### src/rtl/bp_fe_pkg.sv
// ============================================================================
// Module : bp_fe_pkg
// Brief  : Front-end shared types, configuration lookups and fetch-credit constant.
// Rev    : 1.0
// ============================================================================
`default_nettype none

`define DECLARE_BP_FE_FETCH_ENTRY_S(vaddr_width_mp, instr_width_mp, br_md_width_mp) \
  typedef struct packed {                                                          \
    logic [vaddr_width_mp-1:0] pc;                                                  \
    logic [instr_width_mp-1:0] instr;                                               \
    logic [br_md_width_mp-1:0] br_metadata;                                         \
  } bp_fe_fetch_entry_s

package bp_fe_pkg;

  typedef enum logic [1:0] {
    e_bp_inv_cfg       = 2'd0,
    e_bp_unicore_cfg   = 2'd1,
    e_bp_multicore_cfg = 2'd2
  } bp_params_e;

  // PC generation may only issue while this many slots remain: the current
  // fetch plus the two already in flight through the I$ pipeline.
  localparam int bp_fe_fetch_credit_threshold_gp = 3;

  function automatic int bp_vaddr_width(input bp_params_e cfg);
    case (cfg)
      e_bp_multicore_cfg: return 48;
      default:            return 39;
    endcase
  endfunction

  function automatic int bp_instr_width(input bp_params_e cfg);
    case (cfg)
      default: return 32;
    endcase
  endfunction

  function automatic int bp_br_metadata_width(input bp_params_e cfg);
    case (cfg)
      e_bp_multicore_cfg: return 40;
      default:            return 36;
    endcase
  endfunction

endpackage

`default_nettype wire

### src/rtl/bsg_mem_1r1w.sv
// ============================================================================
// Module : bsg_mem_1r1w
// Brief  : Storage array with one synchronous write port and one asynchronous read port.
// Rev    : 1.0
// ============================================================================
`default_nettype none

module bsg_mem_1r1w #(
  parameter int width_p = 1,
  parameter int els_p   = 2,
  localparam int addr_width_lp = (els_p > 1) ? $clog2(els_p) : 1
) (
  input  logic                     w_clk_i,
  input  logic                     w_v_i,
  input  logic [addr_width_lp-1:0] w_addr_i,
  input  logic [width_p-1:0]       w_data_i,
  input  logic [addr_width_lp-1:0] r_addr_i,
  output logic [width_p-1:0]       r_data_o
);

  // Contents are deliberately never reset; validity is tracked by the owner.
  logic [width_p-1:0] mem_q [els_p];

  always_ff @(posedge w_clk_i) begin
    if (w_v_i) begin
      mem_q[w_addr_i] <= w_data_i;
    end
  end

  assign r_data_o = mem_q[r_addr_i];

endmodule

`default_nettype wire

### src/rtl/bp_fe_fetch_buffer.sv
// ============================================================================
// Module : bp_fe_fetch_buffer
// Brief  : Credit-managed circular FIFO between fetch and the backend.
// Rev    : 1.0
// ============================================================================
`default_nettype none

module bp_fe_fetch_buffer
  import bp_fe_pkg::*;
#(
  parameter bp_params_e bp_params_p = e_bp_inv_cfg,
  parameter int els_p = 8,
  localparam int vaddr_width_p               = bp_vaddr_width(bp_params_p),
  localparam int instr_width_p               = bp_instr_width(bp_params_p),
  localparam int branch_metadata_fwd_width_p = bp_br_metadata_width(bp_params_p),
  localparam int ptr_width_lp                = $clog2(els_p),
  localparam int cnt_width_lp                = ptr_width_lp + 1
) (
  input  logic                                   clk_i,
  input  logic                                   reset_n_i,

  input  logic                                   fetch_v_i,
  input  logic [vaddr_width_p-1:0]               fetch_pc_i,
  input  logic [instr_width_p-1:0]               fetch_instr_i,
  input  logic [branch_metadata_fwd_width_p-1:0] fetch_br_metadata_i,
  output logic                                   fetch_credit_o,

  input  logic                                   clear_i,

  output logic                                   fe_v_o,
  output logic [vaddr_width_p-1:0]               fe_pc_o,
  output logic [instr_width_p-1:0]               fe_instr_o,
  output logic [branch_metadata_fwd_width_p-1:0] fe_br_metadata_o,
  input  logic                                   fe_yumi_i,

  output logic [cnt_width_lp-1:0]                count_o
);

  `DECLARE_BP_FE_FETCH_ENTRY_S(vaddr_width_p, instr_width_p, branch_metadata_fwd_width_p);

  localparam logic [cnt_width_lp-1:0] full_cnt_lp   = cnt_width_lp'(els_p);
  localparam logic [cnt_width_lp-1:0] credit_max_lp =
    cnt_width_lp'(els_p - bp_fe_fetch_credit_threshold_gp);

  logic [ptr_width_lp-1:0] wr_ptr_q, wr_ptr_d;
  logic [ptr_width_lp-1:0] rd_ptr_q, rd_ptr_d;
  logic [cnt_width_lp-1:0] count_q,  count_d;

  logic enq_v, deq_v, empty, full;
  bp_fe_fetch_entry_s wr_entry, rd_entry;

  assign empty = (count_q == '0);
  assign full  = (count_q == full_cnt_lp);

  // Illegal requests (enqueue while full, dequeue while empty) are simply dropped.
  assign enq_v = fetch_v_i & ~clear_i & ~full;
  assign deq_v = fe_yumi_i & ~clear_i & ~empty;

  always_comb begin
    wr_ptr_d = wr_ptr_q;
    rd_ptr_d = rd_ptr_q;
    count_d  = count_q;
    if (clear_i) begin
      wr_ptr_d = '0;
      rd_ptr_d = '0;
      count_d  = '0;
    end else begin
      if (enq_v) begin
        wr_ptr_d = wr_ptr_q + ptr_width_lp'(1);
      end
      if (deq_v) begin
        rd_ptr_d = rd_ptr_q + ptr_width_lp'(1);
      end
      if (enq_v && !deq_v) begin
        count_d = count_q + cnt_width_lp'(1);
      end else if (deq_v && !enq_v) begin
        count_d = count_q - cnt_width_lp'(1);
      end
    end
  end

  always_ff @(posedge clk_i or negedge reset_n_i) begin
    if (!reset_n_i) begin
      wr_ptr_q <= '0;
      rd_ptr_q <= '0;
      count_q  <= '0;
    end else begin
      wr_ptr_q <= wr_ptr_d;
      rd_ptr_q <= rd_ptr_d;
      count_q  <= count_d;
    end
  end

  assign wr_entry = '{pc: fetch_pc_i, instr: fetch_instr_i, br_metadata: fetch_br_metadata_i};

  bsg_mem_1r1w #(
    .width_p ($bits(bp_fe_fetch_entry_s)),
    .els_p   (els_p)
  ) mem (
    .w_clk_i  (clk_i),
    .w_v_i    (enq_v),
    .w_addr_i (wr_ptr_q),
    .w_data_i (wr_entry),
    .r_addr_i (rd_ptr_q),
    .r_data_o (rd_entry)
  );

  assign fe_v_o           = ~empty;
  assign fe_pc_o          = rd_entry.pc;
  assign fe_instr_o       = rd_entry.instr;
  assign fe_br_metadata_o = rd_entry.br_metadata;
  assign count_o          = count_q;
  assign fetch_credit_o   = (count_q <= credit_max_lp);

endmodule

`default_nettype wire

### config.mk
export PLATFORM = sky130hd
export DESIGN_NAME = bp_fe_fetch_buffer
export DESIGN_NICKNAME = d
export VERILOG_FILES = /design/src/rtl/bp_fe_pkg.sv /design/src/rtl/bsg_mem_1r1w.sv /design/src/rtl/bp_fe_fetch_buffer.sv
export SDC_FILE = /design/constraint.sdc
export NUM_CORES = 1
export LEC_CHECK = 0
export ABC_CLOCK_PERIOD_IN_PS = 8440
export CORE_ASPECT_RATIO = 1.4
export CORE_MARGIN = 1.5
export CORE_UTILIZATION = 53
export CTS_CLUSTER_DIAMETER = 30
export DETAILED_ROUTE_END_ITERATION = 12
export PLACE_DENSITY = 0.76
export RECOVER_POWER = 50
export SLEW_MARGIN = 25
export SYNTH_ARGS = -nofsm -noshare
export SYNTH_HDL_FRONTEND = slang
export SYNTH_HIERARCHICAL = 1
export SYNTH_SLANG_ARGS = --single-unit
### constraint.sdc
create_clock -name clk_i -period 8.44 [get_ports clk_i]
set_input_delay 2.532 -clock clk_i [delete_from_list [all_inputs] [get_ports clk_i]]
set_output_delay 2.532 -clock clk_i [all_outputs]
set_load 0.05 [all_outputs]
==> results.md, run 1 <==
* Post-CTS Setup Bufs at 0
* Clock sink count at 866
* Pre-antenna DRT Iters at 5
* Avg Inst Size Synth at 25.0 µm²
* Total negative slack at 0 ns
* Synth Area in XOR/XNOR at 0.00187
* Crit path cell chain: buf_12, mux4_2, mux2_2, clkdlybuf4s50_1
* Post-synthesis instance total at 1,314
* MaxCap Viol Count at 2
* Status: complete, but fails checks
* Min-Delay Path Class: flip-flop to flip-flop
* Final hold vios at 0
* Post-layout minimum cycle time at 6.46 ns
* Initial antenna violation count at 20
* Synth cell types at 36
* Worst-skew pair later-pin latency at 0.66 ns
* Worst vdd ir at 0.259 mV
* First-pass GRT wire length at 99,800 µm
* Crit-path slowest cell: dfrtp_4
* HP Start: wr_ptr_q[2]
* Tightest Pin Transition at 1.83 ns
* Antenna-violating nets left at 0
* Overall global routing resource usage at 0.216
* H-tree depth at 4
* Top cell family by delay on the critical path: buffers and inverters
* Register area share after synthesis at 0.790
* Worst setup SP type: flip-flop
* Die width at 213 µm
* Synth Flop Type: edfxtp_1
* Post-synthesis cell area at 0.0329 mm²
* Clk pin slew, worst setup/hold paths at 0.05 ns
* Vias at 14,900
* Final Skew at 0.0196 ns
* R2r endpoint: mem/mem_q[3][103]
* Clock power frac at 0.400
* CTS resizes at 0
* Reg-to-reg slack, setup at 4.29 ns
* Wire length per cell at 26.0 µm
* PwrDens at 329 mW/mm²
* Die Span Y at 298 µm
* DP HPWL at 32,900 µm
* Yosys reg bits at 866
* FMAX at 155 MHz
* Failing checks: max-capacitance violations, max-slew violations
* CTS tree: yes
* Routability cong. at 0.728
* DR vias/cell at 5.81
* Post-synth EDFFs at 856
* Core Region at 0.0610 mm²
* Via count of the first global-routing pass at 16,200
* Root buffer cell: clkbuf_16
* Reg power frac at 0.376
* Yosys warnings at 6
* Non-filler cells, final at 2,558
* Post-Syn Nets at 1,431
* RSZ-0062 raised after global routing: false
* Net Switching at 3.73 mW
* Slew margin rel. at -0.223
* Placed insts at 2,312
* LEAKAGE at 12.7 nW
* CTS Buf Count at 130
* Largest net degree at the start of global routing at 145
* Switching share of total power at 0.281
* I/O pin count at 225
* # port buffers at 224
* Max incr delay on CP at 0.80 ns
* Setup Crit Path Kind: flip-flop to output pin
* Most frequent cells in the layout: edfxtp_1 (856), mux4_2 (215), clkbuf_16 (135)
* Worst EP arrival at 3.93 ns
* Drt initial violations at 1,268
* Combinational share of power at 0.224
* CTS max path bufs at 3
* DRC viols at 0
* Compound-Gate Fraction of Synth Area at 0.00312
* Most common cell after layout, fill and taps aside: edfxtp_1
* Power Internal at 9.55 mW
* Filler Cells Inserted at 3,836
* Slew Limit Fails at 32
* Area grow syn2layout at 23.1%
* Worst Hold End: wr_ptr_q[2]
* CP endpoint kind: output pin
* R2r startpoint: count_o[1]
* Post-CTS Hold Fix Bufs at 0
* Post-Synth Adder-Cell Area at 0.00213
* Req. time, crit path at 5.91 ns
* Final Cycle Share at 0.766
* Asr flop ratio synth at 0.0115
* Grt ovf at 0
* Hold path depth at 2
* Largest family of logic cells by synthesized area: multiplexers
* Layout Nets at 1,745
* Critical Path Fanout Max at 112
* WL final at 66,500 µm
* Share of cells above drive strength 1 at 0.320
* Final setup viols at 0
* Worst Path Buf+Inv at 2
* FP Rows at 107
* Starting density of the core at 0.538
* Synth Area in Simple Gates at 0.00567
* R2R depth at 7
* DIE AREA at 0.0635 mm²
* Mux share of post-synthesis cell area at 0.184
-- sequential cells by signal, summed over array words and instances (netlist names) --
signal,cells
count_o,4
rd_ptr_q,3
mem/mem_q,856
wr_ptr_q,3
-- cell families (layout without fill, tap and decap cells) --
| family | Yosys count | in the layout |
|---|---|---|
| simple gates | 35 | 35 |
| xor+xnor | 7 | 7 |
| flops | 866 | 866 |
| compound gates | 12 | 12 |
| other cells | 0 | 5 |
| mux | 323 | 323 |
| fa+ha+maj | 5 | 5 |
| buf+inv | 66 | 488 |
-- metal layers --
| metal | vias up | track usage | routed length (µm) |
|---|---|---|---|
| li1 | 6314 | - | - |
| met5 | - | 0 | 135 |
| met1 | 7924 | 0.275 | 25900 |
| met3 | 131 | 0.0526 | 4280 |
| met4 | 22 | 0.0734 | 1390 |
| met2 | 480 | 0.364 | 34800 |
-- cells in the mapped netlist, drive strengths merged, types with 4 or more instances --
cell / instances / area, µm²
edfxtp: 856 / 25700
mux4: 215 / 4840
mux2: 107 / 1200
buf: 45 / 340
clkbuf: 17 / 65.1
nor2: 13 / 48.8
dfrtp: 10 / 250
nand2: 7 / 26.3
xor2: 5 / 43.8
a21oi: 4 / 20.0
ha: 4 / 50.1
inv: 4 / 15.0
nor3: 4 / 20.0
-- stage by stage --
| step | instance area, µm² | setup slack (ns) | hold WS, ns | utilization | total power, mW |
|---|---|---|---|---|---|
| after detailed placement | 36100 | 2.55 | 0.566 | 0.591 | 8.10 |
| after floorplan | 32900 | 0.303 | 0.499 | - | 7.30 |
| after global routing | 40400 | 1.73 | 0.641 | 0.662 | 13.7 |
| after global placement | 36100 | 2.56 | 0.542 | 0.591 | 8.07 |
| final | 40400 | 1.98 | 0.593 | 0.662 | 13.3 |
| after CTS | 40500 | 1.84 | 0.581 | 0.663 | 13.4 |
-- power groups by stage --
stage | combinational, mW | sequential (mW) | clock, mW
final | 2.97 | 5.00 | 5.31
after detailed placement | 3.01 | 5.09 | 0
after floorplan | 2.24 | 5.06 | 0
after CTS | 3.03 | 5.01 | 5.39
after global placement | 2.99 | 5.08 | 0
after global routing | 3.12 | 5.01 | 5.57
-- final cells by class --
class | instances | area, µm² | share of cell area
flip-flops and latches | 866 | 26000 | 0.642
clock buffers | 154 | 3450 | 0.0853
well taps | 817 | 1020 | 0.0253
diodes | 5 | 12.5 | 0.000310
multi-input cells | 382 | 6480 | 0.160
inverters | 4 | 15.0 | 0.000371
clock inverters | 86 | 962 | 0.0238
repair buffers | 244 | 2520 | 0.0623
-- worst max-delay path by stage --
stage / slack, ns / to / depth (start not counted) / from
finish: 1.98 / fe_br_metadata_o[8] / 4 / rd_ptr_q[0]
global route: 1.73 / fe_br_metadata_o[5] / 4 / rd_ptr_q[0]
CTS: 1.84 / fe_br_metadata_o[8] / 4 / rd_ptr_q[0]
detailed placement: 2.55 / fe_br_metadata_o[14] / 4 / rd_ptr_q[0]
global placement: 2.56 / fe_br_metadata_o[12] / 4 / rd_ptr_q[0]
floorplan: 0.30 / mem/mem_q[1][0] / 5 / fetch_v_i
-- worst register-to-register path, cell delays in order, from the launching register on --
cell and delay [ns]:
dfrtp_1 0.53, or4b_4 0.24, nand2_1 0.15, nor2_1 0.17, nand2b_1 0.16, nor2_1 0.25, clkbuf_1 1.34, buf_4 0.90
Power figures use the tool's default switching activity.
==> run 2: changes to the inputs <==
- ABC_CLOCK_PERIOD_IN_PS: 8440 -> 6400
- CORE_UTILIZATION: 53 -> 59
- PLACE_DENSITY: 0.76 -> 0.8
- clock period: 8.44 -> 6.4 ns (I/O delays scaled with it)
==> results.md, run 2 (synthesis gave the netlist of run 1 again) <==
* Status: complete, but fails checks
* Failing checks: max-capacitance violations, max-slew violations
* Vias at 15,000 (+1.0%)
* Worst-skew pair later-pin latency at 0.67 ns (about the same)
* Max incr delay on CP at 0.90 ns (+0.10 ns)
* Reg power frac at 0.387 (+0.011)
* CP startpoint: rd_ptr_q[0]
* CTS resizes at 0 (unchanged)
* Final Skew at 0.0170 ns (-0.00266 ns)
* Net Switching at 4.89 mW (+31%)
* RSZ-0062 raised after global routing: false
* Crit-path slowest cell: dfrtp_4
* Post-place instance area at 0.0362 mm² (+0.49%)
* Crit path cell chain: buf_4, mux4_2, mux2_2, clkdlybuf4s50_1
* Most flops, register: mem/mem_q
* H-tree depth at 3 (-1)
* Post-CTS Setup Bufs at 0 (unchanged)
* Core Region at 0.0551 mm² (-9.7%)
* Drt initial violations at 1,133 (-11%)
* Layout Nets at 1,748 (+0.17%)
* Worst EP arrival at 3.58 ns (-0.35 ns)
* Worst vdd ir at 0.378 mV (+46%)
* Die Span Y at 282 µm (-5.2%)
* Most common cell after layout, fill and taps aside: edfxtp_1
* Via count of the first global-routing pass at 16,400 (+0.73%)
* Setup Crit Path Kind: flip-flop to output pin
* CP endpoint kind: output pin
* Overall global routing resource usage at 0.246 (+0.0295)
* Critical Path Fanout Max at 30 (-73%)
* DR vias/cell at 6.08 (+4.7%)
* Final hold vios at 0 (unchanged)
* Slew margin rel. at -0.577 (-0.354)
* Req. time, crit path at 4.48 ns (-1.43 ns)
* CTS max path bufs at 3 (unchanged)
* Initial antenna violation count at 19 (-5.0%)
* Final setup viols at 0 (unchanged)
* Max reg flops at 856 (unchanged)
* PwrDens at 425 mW/mm² (+30%)
* Grt ovf at 0 (unchanged)
* Starting density of the core at 0.596 (+0.0577)
* DP HPWL at 34,800 µm (+5.9%)
* Most frequent cells in the layout: edfxtp_1 (856), mux4_2 (215), clkbuf_16 (117)
* Die width at 202 µm (-5.1%)
* Switching share of total power at 0.286 (+0.00503)
* FMAX at 182 MHz
* Min-Delay Path Class: flip-flop to flip-flop
* CTS tree: yes
* HP Start: wr_ptr_q[2]
* Area grow syn2layout at 22.3%
* CTS Buf Count at 114 (-12%)
* LEAKAGE at 12.6 nW (-0.81%)
* I/O pin count at 225 (unchanged)
* MaxCap Viol Count at 1 (-1)
* R2r startpoint: count_o[1]
* Routability cong. at 0.707 (-2.8%)
* Filler Cells Inserted at 3,004 (-22%)
* First-pass GRT wire length at 102,000 µm (+2.3%)
* FP Rows at 102 (-4.7%)
* DRC viols at 0 (unchanged)
* WL final at 68,400 µm (+2.8%)
* Design Area, Final at 0.0402 mm² (-0.59%)
* Power Internal at 12.2 mW (+28%)
* Post-layout minimum cycle time at 5.50 ns
* Combinational share of power at 0.235 (+0.011)
* Clock sink count at 866 (unchanged)
* Tightest Pin Transition at 2.37 ns (+0.531 ns)
* Worst setup SP type: flip-flop
* Post-CTS Hold Fix Bufs at 0 (unchanged)
* Final Cycle Share at 0.860
* Share of cells above drive strength 1 at 0.328 (+0.00767)
* Clock power frac at 0.378 (-0.022)
* Wire length per cell at 27.7 µm (+6.5%)
* Slew Limit Fails at 31 (-3.1%)
* Root buffer cell: clkbuf_16
* Placed insts at 2,243 (-3.0%)
* Clk pin slew, worst setup/hold paths at 0.06 ns (about the same)
* Pre-antenna DRT Iters at 5 (unchanged)
* Antenna-violating nets left at 0 (unchanged)
* Non-filler cells, final at 2,469 (-3.5%)
* Largest net degree at the start of global routing at 108 (-26%)
* # port buffers at 224 (unchanged)
* DIE AREA at 0.0571 mm² (-10%)
run 2: cell count changes in the layout (fill, tap and decap cells not counted), sizes merged, moves of 2 or more:
cell	before	now
bufinv	14	16
clkinvlp	6	16
buf	19	36
diode	5	9
clkbuf	155	127
inv	25	19
run 2: worst max-delay path, delay by kind of cell, from the launching register on:
| kind | cells | cell delay [ns] |
|---|---|---|
| mux | 2 | 0.87 |
| buf+inv | 2 | 1.13 |
| flops | 1 | 0.90 |
run 2: metal layers:
metal / part of all wire / routed length (µm) / global-route usage / vias up
met5: 0.0015 / 106 / 0 / -
met3: 0.071 / 4860 / 0.0531 / 119
met1: 0.38 / 26100 / 0.316 / 7947
met2: 0.52 / 35700 / 0.413 / 626
li1: - / - / - / 6313
met4: 0.025 / 1710 / 0.0963 / 18
run 2: per-stage QoR:
step / utilization / setup TNS [ns] / worst slack, ns / hold slack, ns / power, mW
6_report: 0.729 / 0 / 0.899 / 0.582 / 17.1
5_1_grt: 0.729 / 0 / 0.739 / 0.640 / 17.6
4_1_cts: 0.730 / 0 / 0.806 / 0.590 / 17.3
3_5_place_dp: 0.657 / 0 / 1.54 / 0.584 / 10.8
3_3_place_gp: 0.657 / 0 / 1.56 / 0.571 / 10.7
2_1_floorplan: - / -870.82 / -1.12 / 0.499 / 9.62
run 2: layout make-up:
type                    count  area [µm²]  share of cell area
diodes                      9        22.5            0.000560
clock buffers             124        2950              0.0735
clock inverters            93        1030              0.0257
inverters                   4        15.0            0.000374
multi-input cells         382        6510               0.162
flip-flops and latches    866       26000               0.646
well taps                 728         911              0.0227
repair buffers            263        2770              0.0690
run 2: final timing paths:
path                            depth (start not counted)  slack (ns)                to
worst max register to register                          6        2.42  mem/mem_q[2][38]
min in group asynchronous                               1        1.66        count_o[3]
worst max-delay path                                    4        0.90       fe_pc_o[19]
max in group asynchronous                               1        4.38       rd_ptr_q[2]
worst min register to register                          2        0.58       wr_ptr_q[2]
worst min-delay path                                    2        0.58       wr_ptr_q[2]
run 2: power by group through the flow:
stage               registers [mW]  clock network [mW]  logic [mW]
floorplan                     6.67                   0        2.95
global placement              6.72                   0        4.00
detailed placement            6.73                   0        4.04
CTS                           6.63                6.55        4.10
global route                  6.64                6.78        4.21
finish                        6.62                6.46        4.02
==> run 3: changes to the inputs <==
- ABC_AREA: unset -> 1
- CORE_UTILIZATION: 59 -> 60
==> results.md, run 3 <==
* Grt ovf at 0 (unchanged)
* HP Start: wr_ptr_q[2]
* Combinational share of power at 0.346 (+0.111)
* Synth cell types at 27 (-25%)
* Antenna-violating nets left at 0 (unchanged)
* Status: complete, but fails checks
* Worst Path Buf+Inv at 3 (+1)
* Most frequent cells in the layout: nand2_1 (1,412), inv_1 (869), edfxtp_1 (856)
* Post-place instance area at 0.0409 mm² (+13%)
* Asr flop ratio synth at 0.0115 (unchanged)
* Clk pin slew, worst setup/hold paths at 0.05 ns (about the same)
* DIE AREA at 0.0650 mm² (+14%)
* LEAKAGE at 20.3 nW (+61%)
* DRC viols at 0 (unchanged)
* Initial antenna violation count at 19 (unchanged)
* Avg Inst Size Synth at 10.0 µm² (-60%)
* Top cell family by delay on the critical path: buffers and inverters
* Max reg flops at 856 (unchanged)
* Post-layout minimum cycle time at 5.75 ns (+0.247 ns)
* Yosys reg bits at 866 (unchanged)
* Failing checks: max-capacitance violations, max-slew violations
* Slew margin rel. at -0.470 (+0.107)
* Routability cong. at 0.751 (+6.1%)
* RSZ-0062 raised after global routing: false
* Post-Syn Nets at 3,910 (+170%)
* Post-CTS Setup Bufs at 0 (unchanged)
* Post-CTS Hold Fix Bufs at 0 (unchanged)
* CP startpoint: rd_ptr_q[0]
* Post-synth top cells: nand2_1 (1,408), inv_1 (868), edfxtp_1 (856), nand3_1 (433), buf_2 (85)
* Post-synthesis instance total at 3,793 (+190%)
* Final Skew at 0.0225 ns (+0.00558 ns)
* Req. time, crit path at 4.48 ns (about the same)
* FP Rows at 109 (+6.9%)
* Worst EP arrival at 3.83 ns (+0.25 ns)
* Pre-antenna DRT Iters at 5 (unchanged)
* Area fraction of the dominant cell type after synthesis at 0.675 (-0.107)
* I/O pin count at 225 (unchanged)
* Via count of the first global-routing pass at 25,800 (+58%)
* Area grow syn2layout at 18.0%
* Share of cells above drive strength 1 at 0.0639 (-0.264)
* R2r startpoint: count_o[3]
* Largest net degree at the start of global routing at 203 (+88%)
* Layout Nets at 4,130 (+140%)
* Root buffer cell: clkbuf_16
* Switching share of total power at 0.375 (+0.0891)
* Final setup viols at 0 (unchanged)
* Overall global routing resource usage at 0.270 (+0.0246)
* Clock sink count at 866 (unchanged)
* Yosys warnings at 6 (unchanged)
* Final Cycle Share at 0.898 (+0.0386)
* Post-synth EDFFs at 856 (unchanged)
* DP HPWL at 43,400 µm (+25%)
* First-pass GRT wire length at 135,000 µm (+32%)
* PwrDens at 453 mW/mm² (+6.5%)
* Final hold vios at 0 (unchanged)
* Setup Crit Path Kind: flip-flop to output pin
* WL final at 86,900 µm (+27%)
* Reg power frac at 0.329 (-0.058)
* Vias at 25,700 (+71%)
* H-tree depth at 3 (unchanged)
* CP endpoint kind: output pin
* Die Span Y at 301 µm (+6.7%)
* Clock power frac at 0.326 (-0.052)
* Worst setup SP type: flip-flop
* Min-Delay Path Class: flip-flop to flip-flop
* CTS max path bufs at 3 (unchanged)
* FMAX at 174 MHz (-4.3%)
* Net Switching at 7.64 mW (+56%)
* Worst-skew pair later-pin latency at 0.68 ns (about the same)
* CP most frequent cell: nand2_1
* Register area share after synthesis at 0.682 (-0.108)
* Design Area, Final at 0.0449 mm² (+12%)
* CTS resizes at 0 (unchanged)
* Power Internal at 12.7 mW (+4.2%)
* Post-synthesis cell area at 0.0381 mm² (+16%)
* Drt initial violations at 2,459 (+120%)
* Max incr delay on CP at 0.86 ns (-0.04 ns)
* Synth Flop Type: edfxtp_1
* Most flops, register: mem/mem_q
* Most frequent cell after synthesis: nand2_1
* Die width at 216 µm (+6.7%)
* Total Power at 20.4 mW (+19%)
* CTS tree: yes
* Tightest Pin Transition at 2.21 ns (-0.160 ns)
* # port buffers at 224 (unchanged)
* Worst vdd ir at 0.466 mV (+23%)
* Area leader, netlist: edfxtp_1
* Critical Path Fanout Max at 91 (+200%)
* Crit-path slowest cell: buf_4
* Slew Limit Fails at 87 (+180%)
* Starting density of the core at 0.604 (+0.00849)
* DR vias/cell at 5.19 (-15%)
* Most common cell after layout, fill and taps aside: nand2_1
* Crit path cell chain: buf_4, buf_4, nand2_1, nand3_1, nand2_1, nand2_1, nand2_1, clkdlybuf4s50_1
* CTS Buf Count at 119 (+4.4%)
* MaxCap Viol Count at 2 (+1)
* Core Region at 0.0630 mm² (+14%)
* Top cells by area, synth: edfxtp_1 (68%), nand2_1 (14%), inv_1 (8.6%), nand3_1 (5.7%), buf_2 (1.1%)
* Wire length per cell at 17.5 µm (-37%)
run 3: changes by cell type in the layout (fill, tap and decap cells not counted), moves of 107 or more:
| cell | change |
|---|---|
| inv_1 | +865 |
| mux2_2 | -107 |
| mux4_2 | -215 |
| nand2_1 | +1405 |
| nand3_1 | +432 |
run 3: area by class of cell:
type / instances / area (µm²)
fillers: 4250 / 18100
inverters: 874 / 3300
multi-input cells: 1888 / 7810
well taps: 832 / 1040
diodes: 5 / 12.5
repair buffers: 264 / 2700
clock inverters: 89 / 982
flip-flops and latches: 866 / 26000
clock buffers: 137 / 3120
run 3: worst paths after layout:
check / endpoint / slack (ns) / cells after the start
min in group asynchronous: count_o[2] / 1.69 / 1
setup / recovery: fe_instr_o[7] / 0.65 / 8
max in group asynchronous: rd_ptr_q[0] / 4.28 / 1
hold reg to reg: wr_ptr_q[2] / 0.53 / 1
hold / removal: wr_ptr_q[2] / 0.53 / 1
setup reg to reg: mem/mem_q[0][81] / 2.74 / 6
run 3: power by group through the flow:
stage	Combinational, mW	Sequential (mW)	Clock (mW)
3_3_place_gp	6.88	6.78	0
3_5_place_dp	6.99	6.79	0
4_1_cts	7.06	6.68	6.70
2_1_floorplan	5.03	6.82	0
6_report	7.04	6.69	6.63
5_1_grt	7.59	6.71	6.93
run 3: through the flow:
stage,TNS (ns),utilization,worst slack [ns],instances,hold slack (ns)
after detailed placement,0,0.648,1.45,4723,0.510
after floorplan,-926.09,-,-1.09,3793,0.427
after CTS,0,0.714,0.688,4949,0.520
after global routing,0,0.713,0.554,4955,0.558
after global placement,0,0.648,1.47,4723,0.496
final,0,0.713,0.652,4955,0.530
run 3: metal layers:
metal	share of wire	routed length (µm)	vias to the layer above	GRT usage
met1	0.38	33300	12200	0.331
met2	0.51	44600	1040	0.473
met5	0.0012	108	-	0
met4	0.031	2710	20	0.124
met3	0.071	6150	199	0.0417
li1	-	-	12300	-
run 3: cell families after synthesis:
group / count (synthesis) / synth area share
simple gates: 1866 / 0.200
buf+inv: 1039 / 0.114
flops: 866 / 0.682
compound gates: 16 / 0.00279
fa+ha+maj: 5 / 0.00184
xor+xnor: 1 / 0.000230
